==> src/rtl/wheel_pwm_driver.sv <==
// Two-wheel PWM motor driver: slew-limited duty, brake, and direction-safe reversal.
// Optional feature macro WHEEL_DEADTIME_EN adds a DEAD_CYCLES dead time before each direction flip.

module wheel_pwm_channel #(
    parameter int PWM_BITS    = 8,
    parameter int DUTY_FWD    = 200,
    parameter int DUTY_REV    = 128,
    parameter int RAMP_STEP   = 8
`ifdef WHEEL_DEADTIME_EN
    ,
    parameter int DEAD_CYCLES = 16
`endif
) (
    input  logic                clk,
    input  logic                reset,
    input  logic                tick,
    input  logic                en,
    input  logic [1:0]          cmd,
    input  logic [PWM_BITS-1:0] cnt,
    output logic                pwm,
    output logic                dir,
    output logic [PWM_BITS-1:0] duty,
    output logic                busy
);

    localparam logic [2:0] ST_STOP  = 3'd0;
    localparam logic [2:0] ST_RAMP  = 3'd1;
    localparam logic [2:0] ST_HOLD  = 3'd2;
    localparam logic [2:0] ST_BRAKE = 3'd3;
    localparam logic [2:0] ST_DEAD  = 3'd4;

    localparam logic [PWM_BITS-1:0] ZERO_W = {PWM_BITS{1'b0}};
    localparam logic [PWM_BITS-1:0] FWD_W  = PWM_BITS'(DUTY_FWD);
    localparam logic [PWM_BITS-1:0] REV_W  = PWM_BITS'(DUTY_REV);
    localparam logic [PWM_BITS:0]   STEP_W = (PWM_BITS+1)'(RAMP_STEP);

    logic [2:0]          state_r, state_s;
    logic [PWM_BITS-1:0] duty_r, duty_s;
    logic [PWM_BITS-1:0] base_tgt_s, eff_tgt_s;
    logic                dir_r, dir_s, pwm_r;
    logic                brake_s, drive_s, req_dir_s, reversal_s;

`ifdef WHEEL_DEADTIME_EN
    localparam logic [15:0] DEAD_LAST = 16'(DEAD_CYCLES - 1);
    logic [15:0] dead_cnt_r, dead_cnt_s;
`endif

    function automatic logic [PWM_BITS-1:0] ramp_toward(
        input logic [PWM_BITS-1:0] cur,
        input logic [PWM_BITS-1:0] tgt
    );
        logic [PWM_BITS:0]   cur_w;
        logic [PWM_BITS:0]   tgt_w;
        logic [PWM_BITS:0]   mov_w;
        logic [PWM_BITS-1:0] res;
        cur_w = {1'b0, cur};
        tgt_w = {1'b0, tgt};
        mov_w = {(PWM_BITS+1){1'b0}};
        if (cur_w < tgt_w) begin
            mov_w = cur_w + STEP_W;
            res   = (mov_w > tgt_w) ? tgt : mov_w[PWM_BITS-1:0];
        end else if (cur_w > tgt_w) begin
            // anything closer than one step clamps to the target instead of undershooting
            mov_w = tgt_w + STEP_W;
            if (cur_w < mov_w) begin
                res = tgt;
            end else begin
                mov_w = cur_w - STEP_W;
                res   = mov_w[PWM_BITS-1:0];
            end
        end else begin
            res = cur;
        end
        return res;
    endfunction

    // Decode the registered command into a target duty and requested direction.
    always_comb begin
        brake_s   = (cmd == 2'b11);
        req_dir_s = (cmd == 2'b10);
        case (cmd)
            2'b01:   base_tgt_s = FWD_W;
            2'b10:   base_tgt_s = REV_W;
            default: base_tgt_s = ZERO_W;
        endcase
        if (!en) begin
            base_tgt_s = ZERO_W;
        end else begin
            base_tgt_s = base_tgt_s;
        end
        drive_s    = (base_tgt_s != ZERO_W);
        reversal_s = drive_s && (req_dir_s != dir_r);
        eff_tgt_s  = reversal_s ? ZERO_W : base_tgt_s;
        busy       = ((state_r != ST_STOP) && (state_r != ST_HOLD)) || (eff_tgt_s != duty_r);
    end

    // Channel state machine: next state, duty and direction.
    always_comb begin
        state_s = state_r;
        duty_s  = duty_r;
        dir_s   = dir_r;
`ifdef WHEEL_DEADTIME_EN
        dead_cnt_s = dead_cnt_r;
`endif
        if (brake_s) begin
            state_s = ST_BRAKE;
            duty_s  = ZERO_W;
        end else begin
            case (state_r)
                ST_STOP: begin
                    duty_s = ZERO_W;
                    if (drive_s) begin
                        dir_s   = req_dir_s;
                        state_s = ST_RAMP;
                    end else begin
                        state_s = ST_STOP;
                    end
                end
                ST_RAMP: begin
                    duty_s = tick ? ramp_toward(duty_r, eff_tgt_s) : duty_r;
                    if (duty_s != eff_tgt_s) begin
                        state_s = ST_RAMP;
                    end else if (eff_tgt_s != ZERO_W) begin
                        state_s = ST_HOLD;
`ifdef WHEEL_DEADTIME_EN
                    end else if (reversal_s) begin
                        state_s    = ST_DEAD;
                        dead_cnt_s = 16'd0;
`endif
                    end else begin
                        state_s = ST_STOP;
                    end
                end
                ST_HOLD: begin
                    state_s = (eff_tgt_s != duty_r) ? ST_RAMP : ST_HOLD;
                end
                ST_BRAKE: begin
                    duty_s  = ZERO_W;
                    state_s = ST_STOP;
                end
`ifdef WHEEL_DEADTIME_EN
                ST_DEAD: begin
                    duty_s = ZERO_W;
                    if (drive_s && !reversal_s) begin
                        state_s = ST_STOP;
                    end else if (dead_cnt_r == DEAD_LAST) begin
                        dir_s   = ~dir_r;
                        state_s = ST_STOP;
                    end else begin
                        dead_cnt_s = dead_cnt_r + 16'd1;
                    end
                end
`endif
                default: begin
                    state_s = ST_STOP;
                    duty_s  = ZERO_W;
                end
            endcase
        end
    end

    // Channel registers; the PWM compare uses the duty being loaded this edge.
    always_ff @(posedge clk) begin
        if (reset) begin
            state_r <= ST_STOP;
            duty_r  <= ZERO_W;
            dir_r   <= 1'b0;
            pwm_r   <= 1'b0;
        end else begin
            state_r <= state_s;
            duty_r  <= duty_s;
            dir_r   <= dir_s;
            pwm_r   <= (cnt < duty_s);
        end
    end

`ifdef WHEEL_DEADTIME_EN
    // Dead-time counter.
    always_ff @(posedge clk) begin
        if (reset) begin
            dead_cnt_r <= 16'd0;
        end else begin
            dead_cnt_r <= dead_cnt_s;
        end
    end
`endif

    assign pwm  = pwm_r;
    assign dir  = dir_r;
    assign duty = duty_r;

endmodule

module wheel_pwm_driver #(
    parameter int PWM_BITS    = 8,
    parameter int DUTY_FWD    = 200,
    parameter int DUTY_REV    = 128,
    parameter int RAMP_STEP   = 8,
    parameter int RAMP_DIV    = 256,
    parameter int DEAD_CYCLES = 16
) (
    input  logic                clk,
    input  logic                reset,
    input  logic                enable,
    input  logic [1:0]          rWheel,
    input  logic [1:0]          lWheel,
    output logic                r_pwm,
    output logic                r_dir,
    output logic                l_pwm,
    output logic                l_dir,
    output logic [PWM_BITS-1:0] r_duty,
    output logic [PWM_BITS-1:0] l_duty,
    output logic                busy
);

    localparam logic [15:0] DIV_LAST = 16'(RAMP_DIV - 1);

    if ((RAMP_DIV < 2) || (RAMP_DIV > 65535) || (RAMP_STEP < 1) || (DEAD_CYCLES < 1)) begin : g_bad_cfg
        $error("wheel_pwm_driver: illegal parameter set");
    end

    logic [PWM_BITS-1:0] cnt_r;
    logic [15:0]         pre_r;
    logic                tick_s;
    logic [1:0]          r_cmd_r, l_cmd_r;
    logic                en_r, busy_r;
    logic                r_busy_s, l_busy_s;

    assign tick_s = (pre_r == DIV_LAST);

    // Shared PWM counter, ramp prescaler, command capture and busy flag.
    always_ff @(posedge clk) begin
        if (reset) begin
            cnt_r   <= {PWM_BITS{1'b0}};
            pre_r   <= 16'd0;
            r_cmd_r <= 2'b00;
            l_cmd_r <= 2'b00;
            en_r    <= 1'b0;
            busy_r  <= 1'b0;
        end else begin
            cnt_r   <= cnt_r + PWM_BITS'(1);
            pre_r   <= tick_s ? 16'd0 : pre_r + 16'd1;
            r_cmd_r <= rWheel;
            l_cmd_r <= lWheel;
            en_r    <= enable;
            busy_r  <= r_busy_s | l_busy_s;
        end
    end

    wheel_pwm_channel #(
        .PWM_BITS   (PWM_BITS),
        .DUTY_FWD   (DUTY_FWD),
        .DUTY_REV   (DUTY_REV),
        .RAMP_STEP  (RAMP_STEP)
`ifdef WHEEL_DEADTIME_EN
        ,
        .DEAD_CYCLES(DEAD_CYCLES)
`endif
    ) u_right (
        .clk  (clk),
        .reset(reset),
        .tick (tick_s),
        .en   (en_r),
        .cmd  (r_cmd_r),
        .cnt  (cnt_r),
        .pwm  (r_pwm),
        .dir  (r_dir),
        .duty (r_duty),
        .busy (r_busy_s)
    );

    wheel_pwm_channel #(
        .PWM_BITS   (PWM_BITS),
        .DUTY_FWD   (DUTY_FWD),
        .DUTY_REV   (DUTY_REV),
        .RAMP_STEP  (RAMP_STEP)
`ifdef WHEEL_DEADTIME_EN
        ,
        .DEAD_CYCLES(DEAD_CYCLES)
`endif
    ) u_left (
        .clk  (clk),
        .reset(reset),
        .tick (tick_s),
        .en   (en_r),
        .cmd  (l_cmd_r),
        .cnt  (cnt_r),
        .pwm  (l_pwm),
        .dir  (l_dir),
        .duty (l_duty),
        .busy (l_busy_s)
    );

    assign busy = busy_r;

endmodule

==> config.mk <==
export PLATFORM = sky130hd
export DESIGN_NAME = wheel_pwm_driver
export DESIGN_NICKNAME = d
export VERILOG_FILES = /design/src/rtl/wheel_pwm_driver.sv
export SDC_FILE = /design/constraint.sdc
export NUM_CORES = 1
export LEC_CHECK = 0
export ABC_CLOCK_PERIOD_IN_PS = 4700
export CORE_AREA = 2 2 87 89
export CTS_CLUSTER_DIAMETER = 200
export DETAILED_ROUTE_END_ITERATION = 12
export DIE_AREA = 0 0 89 91
export PLACE_DENSITY = 0.79
export SYNTH_ARGS = -nofsm -noshare
export SYNTH_HDL_FRONTEND = slang
export SYNTH_SLANG_ARGS = --single-unit
==> constraint.sdc <==
create_clock -name clk -period 4.7 [get_ports clk]
set_input_delay 1.41 -clock clk [delete_from_list [all_inputs] [get_ports clk]]
set_output_delay 1.41 -clock clk [all_outputs]
set_load 0.01 [all_outputs]
# Word-level counts from Yosys, hierarchy flattened
# Cells that the tools add are included.
# op_classes
n_lt_le_gt_ge	10
mux	36
eq_ne	19
bitwise_logic	3
n_reduce_logical	19
n_addsub	8
# ops
op	count
8-bit two-way mux	20
8-bit case mux with 2 select lines	4
8-bit by 4-bit adder with 9-bit output (second input constant)	4
8-bit < comparator	4
8-bit != test	4
8-bit nonzero test	4
9-bit by 8-bit > comparator with 1-bit output	2
8-bit by 9-bit < comparator with 1-bit output	2
3-bit case mux with 3 select lines	2
16-bit by 1-bit adder with 16-bit output (second input constant)	1
16-bit by 8-bit == test with 1-bit output (second input constant)	1
8-bit > comparator	2
8-bit by 4-bit subtractor with 8-bit output (second input constant)	2
2-bit two-way mux	6
8-bit by 1-bit adder with 8-bit output (second input constant)	1
2-bit == test (second input constant)	4
3-bit by 1-bit == test with 1-bit output (second input constant)	2
3-bit by 2-bit == test with 1-bit output (second input constant)	2
3-bit zero test	2
3-bit two-way mux	2
3-bit by 2-bit != test with 1-bit output (second input constant)	2
3-bit AND reduction	2
3-bit nonzero test	2
2-bit OR reduction	3
other kinds (7)	15
# totals
input_bits	7
reg_bits	56
output_inout_bits	21
word_cells	111

# Logic depth before layout (Yosys ltp)
# Gate-level depths: netlist of run 1.
# depth
depth_word	18
ltp_mapped	21
depth_no_buf	20

# Hierarchy
# Synthesis of run 1 repeated with hierarchy kept, for this count alone.
# hier_totals
cells_unflattened	490
area_unflattened_um2	4265.3
# by_module_without_submodules
module	seq_area_each_um2	cells_per_inst	n_inst	area_per_inst_um2
wheel_pwm_channel	240.2	183	2	1546.5
wheel_pwm_driver	600.6	124	1	1172.4

# Worst setup path after synthesis of run 1
# No wires, ideal clock.
# synth_path
path_kind	register -> register
from	register l_cmd_r[0]
to	register u_left.pwm_r, in the netlist u_left.pwm
arrival_time_ps	3945
stages_incl_launch_ff	18
path_slack_ps	697
t_required_ps	4642
cell_sequence	dfxtp_1 inv_1 ha_1 xnor2_1 nand3_1 clkinv_1 ha_1 or4b_4 a31o_4 or4b_1 o311a_1 nand2_1 a22o_1 nand2_1 ha_1 and4_1 a2111oi_0 o21a_1
# synth_via
elab_chain_cells	17
elab_cells_between_ends	24
classes_between	add/sub: 1; order compare: 5; eq/ne: 4; mux: 12; reduce/logical: 2
# synth_lines
item	line_no	source
start, declared	225	logic [1:0] r_cmd_r, l_cmd_r;
start signal, assigned	244	l_cmd_r <= lWheel;
2-bit == test *	80	req_dir_s = (cmd == 2'b10);
via u_left.req_dir_s	41	logic brake_s, drive_s, req_dir_s, reversal_s;
8-bit case mux with 2 select lines	81	case (cmd)
8-bit two-way mux	86	if (!en) begin
8-bit nonzero test	91	drive_s = (base_tgt_s != ZERO_W);
1-bit logical AND	92	reversal_s = drive_s && (req_dir_s != dir_r);
8-bit two-way mux *	93	eff_tgt_s = reversal_s ? ZERO_W : base_tgt_s;
8-bit by 4-bit adder with 9-bit output	64	mov_w = tgt_w + STEP_W;
[... 2 more ...]	n/a	
8-bit two-way mux	62	end else if (cur_w > tgt_w) begin
8-bit two-way mux *	59	if (cur_w < tgt_w) begin
8-bit two-way mux *	109	case (state_r)
8-bit two-way mux *	105	if (brake_s) begin
8-bit two-way mux *	120	duty_s = tick ? ramp_toward(duty_r, eff_tgt_s) : duty_r;
8-bit case mux with 2 select lines *	109	
8-bit two-way mux *	105	
8-bit < comparator *	173	pwm_r <= (cnt < duty_s);
end signal, assigned	173	
end, declared	40	logic dir_r, dir_s, pwm_r;
# Mark *: on every way through the listed nets, which the timed path passes. The rest lies on a longest branch. The select of a mux whose other input is x is not followed.
# A chain may end at the register's enable or synchronous reset.

# Worst setup path after layout of run 1
# Ends and elaborated chain as after synthesis.

==> impl_metrics.ini, run 1 <==
[clock_tree]
cts_root_buf = clkbuf_8
cts_tree = yes
clockBufferDepth = 2
clk_pin_slew_worst_paths_ns = 0.10
cts_max_level = 2
cts_made_buffers = 5
cts_sinks = 54
clk_latency_ns = 0.31
cts_hold_buf = 0

[placed_design]
io_buffers = 27
dp_hpwl_um = 7855
gp_congestion = 0.9216

[pwr]
sw_frac_of_total_pct = 27.15
p_sw_uw = 256.5
p_int_uw = 688.1
p_per_area_nw_per_um2 = 200.0
ir_worst_vdd_mv = 0.1595
power.total_uw = 944.6
cellLeakagePower_uw = 0.001927
p_comb_share_pct = 15.4
clockPowerShare_pct = 33.7
seqPwrFrac_pct = 50.9

[critical_path]
critPathKind = reg2reg
cpMaxStageDelayCell = or4b_1
path_common_cell = ha_1
cp-end-kind = register
worst_path_dominant_cell_family = simple AND/OR/NAND/NOR gates
path_buf_inv = 2
crit_chain = inv_1 > ha_1 > xnor2_2 > nand3_2 > clkinvlp_4 > ha_1 > or4b_4 > a31o_4 > or4b_1 > o311a_1 > nand2_1 > a22o_1 > nand2_1 > ha_1 > and4_1 > a2111oi_0 > o21a_1
slowest_delay_ns = 0.51
start_kind = register
rrSetupSlack_ns = 0.29
worst_ep_required_time_ns = 4.97
cp_max_fo = 7
worstPathArrival_ns = 4.68

[synthesis]
avgSynthCellArea_um2 = 8.070
ys_types = 74
ys_dominant_reg_cell = dfxtp_1
synth_edf_count = 0
ys_seq_elements = 54
synth_top_area_cell = dfxtp_1
syn_inst = 518
ys.warnings.count = 0
synth_async_sr_flop_share_pct = 0
synth_area_um2 = 4180
synth_area_leaders = dfxtp_1, ha_1, nor2_1, nand2_1, xor2_1
syn_nets = 576
synth_seq_area_share_pct = 25.86
synth_top_area_share_pct = 25.86

[grt]
grt_usage_pct = 27.04
grt_pass1_vias = 3815
grt_overflow = 0
antenna_found_initial = 0
grt_start_max_net_pins = 41
grt_pass1_wl_um = 17810

[floorplanning]
io_pins = 28
die_h_um = 91
start_util_pct = 58.57
dieArea_um2 = 8099
rows = 31
core_area_um2 = 7137
die_w_um = 89

[timing]
clock_skew_ns = 0.004879
worst_pin_slew_ns = 0.8240
slew_violations = 0
slew_headroom_pct = 44.86
tns_ns = 0
period_minus_slack_ns = 4.410
grt_setup_unrepaired = false
hold_viol = 0
finalSetupViolCount = 0
finalCritPeriodShare_pct = 93.82
max_freq_mhz = 226.8

[routing]
avgRoutedWirePerCell_um = 16.57
drt_iter0_drc = 396
drc_errors = 0
routed_via_density = 6.180
wl_um = 10690
vias = 3986
antenna_left = 0
firstDrtPassIters = 5

[run_status]
status = completed

[min_path]
hold_class = reg2reg

[finish]
syn_to_final_growth_pct = 12.99
n_antenna_cell = 0
multiInputGateArea_um2 = 2940
drive_above_1_share_pct = 8.059
ff_latch_area_um2 = 1081
layout.nets = 603
fill_cells = 616
finish.utilization_pct = 66.18

[flow_run]
maxCapViolCount = 0
==> worst paths after layout <==
path,from,to,cells after the start
hold / removal,cnt_r[0]$_SDFF_PP0_,cnt_r[0]$_SDFF_PP0_,1
hold reg to reg,cnt_r[0]$_SDFF_PP0_,cnt_r[0]$_SDFF_PP0_,1
setup reg to reg,l_cmd_r[0]$_SDFF_PP0_,u_left.pwm$_SDFF_PP0_,17
setup / recovery,l_cmd_r[0]$_SDFF_PP0_,u_left.pwm$_SDFF_PP0_,17
==> through the flow <==
stage | std cells | hold WS (ns) | worst slack [ns] | cell area, um2
after floorplan | 518 | 0.4322 | 0.6970 | 4180
after global placement | 634 | 0.4667 | 0.4010 | 4537
after detailed placement | 634 | 0.4880 | 0.2727 | 4537
after CTS | 642 | 0.5104 | 0.2484 | 4646
after global routing | 645 | 0.5395 | 0.01189 | 4723
final | 645 | 0.5012 | 0.2905 | 4723
==> synth_stat cells (all sizes together) (2+ instances only) <==
cell / count
a22o: 4
nor2: 63
nand2: 46
xor2: 17
o22ai: 2
xnor2: 14
a31oi: 7
nor3: 11
o21ai: 22
a221oi: 2
and4b: 2
nor3b: 3
o21bai: 2
o32ai: 3
a211oi: 5
and3: 10
clkbuf: 12
nor2b: 14
o311a: 2
o2bb2ai: 2
buf: 9
nand4: 10
or2: 3
a31o: 2
inv: 23
o211ai: 6
mux2i: 5
a21o: 7
ha: 51
nor4: 6
dfxtp: 54
nand3: 25
and4: 6
or4b: 2
a21oi: 27
nand3b: 2
o31ai: 3
a22oi: 2
o21a: 7
nand2b: 6
==> cells in the final DEF (no fill, tap or decap), types with 3 or more instances in the layout <==
cell type	Yosys	layout
nand2b_1	6	6
a21oi_1	27	27
ha_1	51	50
nor2b_1	14	14
o21a_1	7	7
mux2i_1	5	5
o31ai_1	3	3
nor3b_1	3	3
nand2_1	46	46
nand4_1	9	9
xnor2_1	14	13
buf_4	3	14
nor3_1	11	11
clkbuf_8	1	5
inv_1	23	23
o21ai_0	21	21
a211oi_1	4	4
nor2_1	63	63
and3_1	10	10
a21o_1	7	7
and4_1	5	5
xor2_1	17	17
clkdlybuf4s50_1	0	27
dfxtp_1	54	54
a22o_1	3	3
nand3_1	25	24
o211ai_1	6	6
a31oi_1	6	6
nor4_1	6	5
==> routing by layer <==
| metal | GRT usage, % | vias up | wire [um] |
|---|---|---|---|
| met4 | 6.343 | 0 | 144 |
| met1 | 37.62 | 1898 | 4736 |
| met5 | 0 | - | 0 |
| met3 | 4.182 | 17 | 661 |
| li1 | - | 1922 | - |
| met2 | 43.72 | 149 | 5144 |
==> sequential cells by signal (all words and copies together), names as in the netlist <==
register         flops
pre_r               16
cnt_r                8
u_left.duty          8
u_right.duty         8
l_cmd_r              2
r_cmd_r              2
u_left.state_r       2
u_right.state_r      2
busy                 1
en_r                 1
u_left.dir           1
u_left.pwm           1
u_right.dir          1
u_right.pwm          1
==> worst reg2reg max path: cells and delay by family (launching register included) <==
family / cells / cell delay, ns
xor gates and xnor gates: 1 / 0.18
AOI/OAI and AO/OA: 5 / 1.16
DFF: 1 / 0.39
buffers and inverters: 2 / 0.26
adders and majority gates: 3 / 0.72
and+or+nand+nor: 6 / 1.65
==> power groups by stage <==
stage / Sequential [uW] / Combinational [uW] / Clock (uW)
finish: 480 / 146 / 318
global route: 482 / 160 / 340
CTS: 480 / 139 / 327
detailed placement: 491 / 137 / 0
global placement: 490 / 134 / 0
floorplan: 489 / 96.9 / 0
==> final cells by class <==
class | count | area share [%]
clock buffers | 5 | 1.457
clock inverters | 3 | 0.8477
inverters | 24 | 1.987
multi-input cells | 419 | 62.25
flip-flops and latches | 54 | 22.89
well taps | 99 | 2.623
repair buffers | 41 | 7.947
==> cell families (layout without fill, tap and decap cells) <==
| kind of cell | count (synthesis) | count (layout) | share of synthesized area [%] |
|---|---|---|---|
| simple gates | 213 | 213 | 25.89 |
| xor+xnor | 31 | 31 | 6.495 |
| flops | 54 | 54 | 25.86 |
| fa+ha+maj | 51 | 51 | 15.26 |
| mux | 5 | 5 | 1.197 |
| buf+inv | 45 | 73 | 5.028 |
| compound gates | 119 | 119 | 20.26 |
==> timing repair <==
item / CTS / global route
setup endpoints to repair: 0 / 1
buffers inserted: 0 / 3
resized for setup: 0 / 9
Power figures use the tool's default switching activity.
==> run 2, diff against run 1 <==
--- a/config.mk
+++ b/config.mk
@@ -11,6 +11,7 @@
 export DETAILED_ROUTE_END_ITERATION = 12
 export DIE_AREA = 0 0 89 91
 export PLACE_DENSITY = 0.79
+export SLEW_MARGIN = 20
 export SYNTH_ARGS = -nofsm -noshare
 export SYNTH_HDL_FRONTEND = slang
 export SYNTH_SLANG_ARGS = --single-unit
==> results of run 2 <==
The final DEF is identical to that of run 1; final timing and power are the same.
==> run 3, diff against run 2 <==
--- a/config.mk
+++ b/config.mk
@@ -6,10 +6,12 @@
 export NUM_CORES = 1
 export LEC_CHECK = 0
 export ABC_CLOCK_PERIOD_IN_PS = 4700
+export CAP_MARGIN = 0
 export CORE_AREA = 2 2 87 89
 export CTS_CLUSTER_DIAMETER = 200
 export DETAILED_ROUTE_END_ITERATION = 12
 export DIE_AREA = 0 0 89 91
+export HOLD_SLACK_MARGIN = 0.08
 export PLACE_DENSITY = 0.79
 export SLEW_MARGIN = 20
 export SYNTH_ARGS = -nofsm -noshare
==> results of run 3 <==
The final DEF is identical to that of run 1; final timing and power are the same.
